## src/rtl/fetch_decode_buffer.sv

```systemverilog
// Two-entry elastic buffer between fetch and decode: holds {pc, instr} pairs in
// FIFO order, absorbs decode stalls and supports a synchronous redirect flush.
module fetch_decode_buffer #(
    parameter int                 DATA_W = 32,
    parameter logic [DATA_W-1:0]  NOP    = '0
) (
    input  logic              clk,
    input  logic              rst_n,
    input  logic              in_valid,
    input  logic [DATA_W-1:0] in_pc,
    input  logic [DATA_W-1:0] in_instr,
    output logic              in_ready,
    output logic              out_valid,
    output logic [DATA_W-1:0] out_pc,
    output logic [DATA_W-1:0] out_instr,
    input  logic              out_ready,
    input  logic              flush,
    output logic [1:0]        count
);

    localparam logic [1:0] EMPTY = 2'd0;
    localparam logic [1:0] ONE   = 2'd1;
    localparam logic [1:0] FULL  = 2'd2;

    logic [1:0]        r_count;
    logic [DATA_W-1:0] r_headPc;
    logic [DATA_W-1:0] r_headInstr;
    logic [DATA_W-1:0] r_tailPc;
    logic [DATA_W-1:0] r_tailInstr;
    logic              w_push;
    logic              w_pop;

    // Handshake flags come only from registered occupancy, so decode's ready
    // never reaches fetch's ready combinationally.
    assign in_ready  = (r_count != FULL);
    assign out_valid = (r_count != EMPTY);
    assign w_push    = in_valid && in_ready;
    assign w_pop     = out_valid && out_ready;

    assign count     = r_count;
    assign out_pc    = out_valid ? r_headPc    : '0;
    assign out_instr = out_valid ? r_headInstr : NOP;

    always_ff @(posedge clk or negedge rst_n) begin
        if (!rst_n) begin
            r_count     <= EMPTY;
            r_headPc    <= '0;
            r_headInstr <= NOP;
            r_tailPc    <= '0;
            r_tailInstr <= NOP;
        end else if (flush) begin
            r_count     <= EMPTY;
            r_headPc    <= '0;
            r_headInstr <= NOP;
            r_tailPc    <= '0;
            r_tailInstr <= NOP;
        end else begin
            case (r_count)
                EMPTY: begin
                    if (w_push) begin
                        r_headPc    <= in_pc;
                        r_headInstr <= in_instr;
                        r_count     <= ONE;
                    end
                end
                ONE: begin
                    // Push with pop overwrites head directly for back-to-back flow.
                    if (w_push && w_pop) begin
                        r_headPc    <= in_pc;
                        r_headInstr <= in_instr;
                    end else if (w_push) begin
                        r_tailPc    <= in_pc;
                        r_tailInstr <= in_instr;
                        r_count     <= FULL;
                    end else if (w_pop) begin
                        r_count     <= EMPTY;
                    end
                end
                FULL: begin
                    if (w_pop) begin
                        r_headPc    <= r_tailPc;
                        r_headInstr <= r_tailInstr;
                        r_count     <= ONE;
                    end
                end
                default: begin
                    r_count <= EMPTY;
                end
            endcase
        end
    end

endmodule

```

## config.mk

```make
export PLATFORM = sky130hd
export DESIGN_NAME = fetch_decode_buffer
export DESIGN_NICKNAME = d
export VERILOG_FILES = /design/src/rtl/fetch_decode_buffer.sv
export SDC_FILE = /design/constraint.sdc
export NUM_CORES = 1
export LEC_CHECK = 0
export BUFFER_PORTS_ARGS = -buffer_cell sky130_fd_sc_hd__buf_2
export CELL_PAD_IN_SITES_DETAIL_PLACEMENT = 1
export CELL_PAD_IN_SITES_GLOBAL_PLACEMENT = 2
export CORE_MARGIN = 10
export CORE_UTILIZATION = 30
export DETAILED_ROUTE_END_ITERATION = 12
export PLACE_DENSITY = 0.77
export SKIP_CTS_REPAIR_TIMING = 1
export SLEW_MARGIN = 20
export SYNTH_ARGS = -nofsm -noshare
export SYNTH_HDL_FRONTEND = slang
export SYNTH_SLANG_ARGS = --single-unit
```

## constraint.sdc

```tcl
create_clock -name clk -period 1.7 [get_ports clk]
set_clock_uncertainty 0.2 [all_clocks]
set_input_delay 0.255 -clock clk [delete_from_list [all_inputs] [get_ports clk]]
set_output_delay 0.255 -clock clk [all_outputs]
set_load 0.1 [all_outputs]
```

==> impl_metrics.json <==
{
  "run_status": "complete, but fails checks",
  "violations_in_the_final_reports": "negative setup slack",
  "drtPass1Iterations": 4,
  "power-per-cell-area_mw_per_mm2": 909.0,
  "yosysWarningCount": 0,
  "reg2reg_from": "count[0]",
  "detailroute.via_count": 6208,
  "initial_util_pct": 30.48,
  "worst_pin_slew_ns": 0.4035,
  "r2r_worst_path_depth": 7,
  "synth_simple_gate_area_share_pct": 14.21,
  "design.die.area_mm2": 0.02845,
  "drive_above_1_share_pct": 37.30,
  "end_kind": "output pin",
  "synthMuxAreaShare_pct": 9.813,
  "cts_inserted_buffers": 17,
  "routabilityCongestion": 0.7505,
  "finalNetCount": 946,
  "synthXorXnorAreaFrac_pct": 0,
  "cts_tree": "built",
  "critical_path.n_buffers_inverters": 3,
  "port-buffer-count": 136,
  "critPathMaxStageDelay_ns": 0.50,
  "critical_path.cell_chain": "nor2_4, buf_6, buf_12, nor2b_4, buf_12",
  "gr-usage-met1_pct": 18.48,
  "most_common_cell_after_layout_fill_and_taps_aside": "sky130_fd_sc_hd__nand2_1",
  "die_w_um": 168.7,
  "clockRootBuffer": "sky130_fd_sc_hd__clkbuf_16",
  "synth_compound_area_share_pct": 20.95,
  "grt_remaining_overflow": 0,
  "post_synth_instance_area_mm2": 0.006630,
  "grt.busiest_layer": "met2",
  "clock.fmax_mhz": 454.3,
  "leakage_nw": 4.477,
  "slew_viol_final": 0,
  "gr-usage-met2_pct": 27.72,
  "synth_area_leader_cell": "sky130_fd_sc_hd__dfrtp_1",
  "critical_path.most_common_cell": "sky130_fd_sc_hd__buf_12",
  "critical-path-top-delay-family": "buffers and inverters",
  "h-tree-depth": 4,
  "unrepaired_setup_endpoints_after_global_routing": "true",
  "worst_skew_pair_later_pin_latency_ns": 0.41,
  "grt_pass1_wl_mm": 36.49,
  "syn2layout_area_growth_pct": 70.83,
  "seq_area_frac_synth_pct": 49.07,
  "yosys.area_share.adder_pct": 0,
  "die_height_um": 168.7,
  "worst-endpoint-required_ns": 1.24,
  "number_of_nets_in_the_synthesized_netlist": 742,
  "postSynthRegisterBits": 130,
  "timing.critical_path.slowest_stage_cell": "sky130_fd_sc_hd__dfrtp_4",
  "setup_ws_ns": -0.5012,
  "clock_tree.buffer_depth": 2,
  "global_route.usage.met3_pct": 3.335,
  "syn_avg_cell_area_um2": 9.852,
  "place_hpwl_mm": 15.53,
  "timing.setup.critical_path_class": "flip-flop to output pin",
  "finalCritPeriodShare_pct": 129.5,
  "yosys.cell_types.count": 24,
  "wirelength_mm": 25.29,
  "drt-initial-drc-count": 297,
  "drt_drc_violations_left": 0,
  "filler_instances": 2220,
  "grt_antenna_before_repair": 1,
  "pin_count": 137,
  "ff_latch_area_mm2": 0.003261,
  "setup_violations": 198,
  "post-place-cells": 1059,
  "critPathArrivalTime_ns": 1.75,
  "rows": 54,
  "timing.max_cap.violations": 0,
  "timing.critical_path.fanout_max": 8,
  "report.power.total_mw": 10.30,
  "final.min_clock_period_ns": 2.201,
  "cts_clk_pin_slew_worst_paths_ns": 0.06,
  "sinks_on_the_clock_net": 130,
  "final_hold_viol_count": 0,
  "layout.cells.most_common_list": "129 x sky130_fd_sc_hd__nand2_1, 128 x sky130_fd_sc_hd__dfrtp_1, 89 x sky130_fd_sc_hd__buf_12",
  "instances_no_fill": 1171,
  "critPathLaunchType": "flip-flop",
  "route.detailed.wl_per_inst_um": 21.60,
  "design.core.area_mm2": 0.02176,
  "critical_path.reg2reg.endpoint": "r_headPc[0]",
  "hold_path_class": "input port to asynchronous set/reset pin",
  "detail-route-antenna-nets": 0,
  "synth_top_family_by_area": "compound AO/OA/AOI/OAI gates",
  "postSynthCellCount": 673,
  "vdd_ir_drop_max_mv": 0.6123,
  "largest_net_degree_at_the_start_of_global_routing": 75,
  "multi_input_comb_area_mm2": 0.003709,
  "synth_top_area_share_pct": 49.07,
  "via_count_of_the_first_global_routing_pass": 6661,
  "final.hold.worst_slack_ns": 0.1083,
  "post_drt_via_cell_ratio": 5.301,
  "global_routing_usage_summed_across_all_routing_layers_pct": 15.69,
  "relative_max_transition_margin_pct": 73.10,
  "setup.reg_to_reg.worst_slack_ns": -0.28,
  "synth_area_leaders": "sky130_fd_sc_hd__dfrtp_1 49%, sky130_fd_sc_hd__mux2i_1 9.8%, sky130_fd_sc_hd__o2111ai_1 8.5%"
}
logic make-up (layout without fill, tap and decap cells):
logic type / after synthesis / count (layout)
compound gates: 196 / 196
buf+inv: 81 / 298
mux: 65 / 65
simple gates: 201 / 201
other cells: 0 / 1
flops: 130 / 130
final cells by class:
| cell class | count | share of cell area [%] |
|---|---|---|
| well taps | 280 | 3.093 |
| diodes | 1 | 0.02209 |
| inverters | 3 | 0.2430 |
| repair buffers | 263 | 29.08 |
| clock buffers | 20 | 4.032 |
| multi-input cells | 462 | 32.74 |
| flip-flops and latches | 130 | 28.79 |
| clock inverters | 12 | 2.000 |
power by group:
part / switching (mW) / internal, mW / leakage, nW
logic: 1.54 / 1.09 / 2.41
clock network: 1.43 / 2.84 / 0.327
registers: 0.123 / 3.27 / 1.74
total: 3.10 / 7.20 / 4.48
metrics by stage:
stage | instance area [um2] | setup TNS, ns | setup WS [ns] | utilization (%)
after floorplan | 7420 | -48.68 | -0.4988 | -
after global placement | 8707 | -24.72 | -0.1857 | 40.02
after detailed placement | 8707 | -32.80 | -0.2889 | 40.02
after CTS | 9390 | -64.18 | -0.6363 | 43.16
after global routing | 11330 | -73.16 | -0.5636 | 52.06
final | 11330 | -57.37 | -0.5012 | 52.06
synthesized netlist by cell type:
library cell,count
sky130_fd_sc_hd__dfrtp_1,130
sky130_fd_sc_hd__nand2_1,129
sky130_fd_sc_hd__a21oi_1,65
sky130_fd_sc_hd__mux2i_1,65
sky130_fd_sc_hd__nor2b_1,65
sky130_fd_sc_hd__o2111ai_1,64
sky130_fd_sc_hd__o31ai_1,64
sky130_fd_sc_hd__clkbuf_1,49
sky130_fd_sc_hd__buf_2,10
sky130_fd_sc_hd__buf_6,7
sky130_fd_sc_hd__buf_1,5
sky130_fd_sc_hd__buf_4,4
sky130_fd_sc_hd__clkbuf_4,3
sky130_fd_sc_hd__inv_1,2
sky130_fd_sc_hd__nor2_1,2
sky130_fd_sc_hd__and2_1,1
sky130_fd_sc_hd__inv_2,1
sky130_fd_sc_hd__nand3b_1,1
sky130_fd_sc_hd__nand4bb_1,1
sky130_fd_sc_hd__nor4bb_1,1
sky130_fd_sc_hd__o211a_1,1
sky130_fd_sc_hd__o21a_1,1
sky130_fd_sc_hd__o21ai_0,1
sky130_fd_sc_hd__or3b_2,1
state kept, by name, indices dropped and copies added (netlist names):
signal	count
r_tailInstr	32
r_headInstr	32
r_headPc	32
count	2
r_tailPc	32
how the worst max path moves through the flow:
stage | startpoint | to | slack, ns | cells after the start
floorplan | count[0] | out_instr[0] | -0.50 | 5
global placement | count[1] | out_pc[6] | -0.19 | 5
detailed placement | count[0] | r_tailPc[28] | -0.29 | 5
CTS | count[1] | out_pc[5] | -0.64 | 5
global route | count[0] | out_pc[6] | -0.56 | 5
finish | count[0] | out_pc[6] | -0.50 | 5
layer usage:
layer	part of all wire (%)	up-vias
met4	2.1	0
met3	3.3	28
met1	41	3199
li1	-	2846
met2	53	135
met5	0	-
Power figures use the tool's default switching activity.
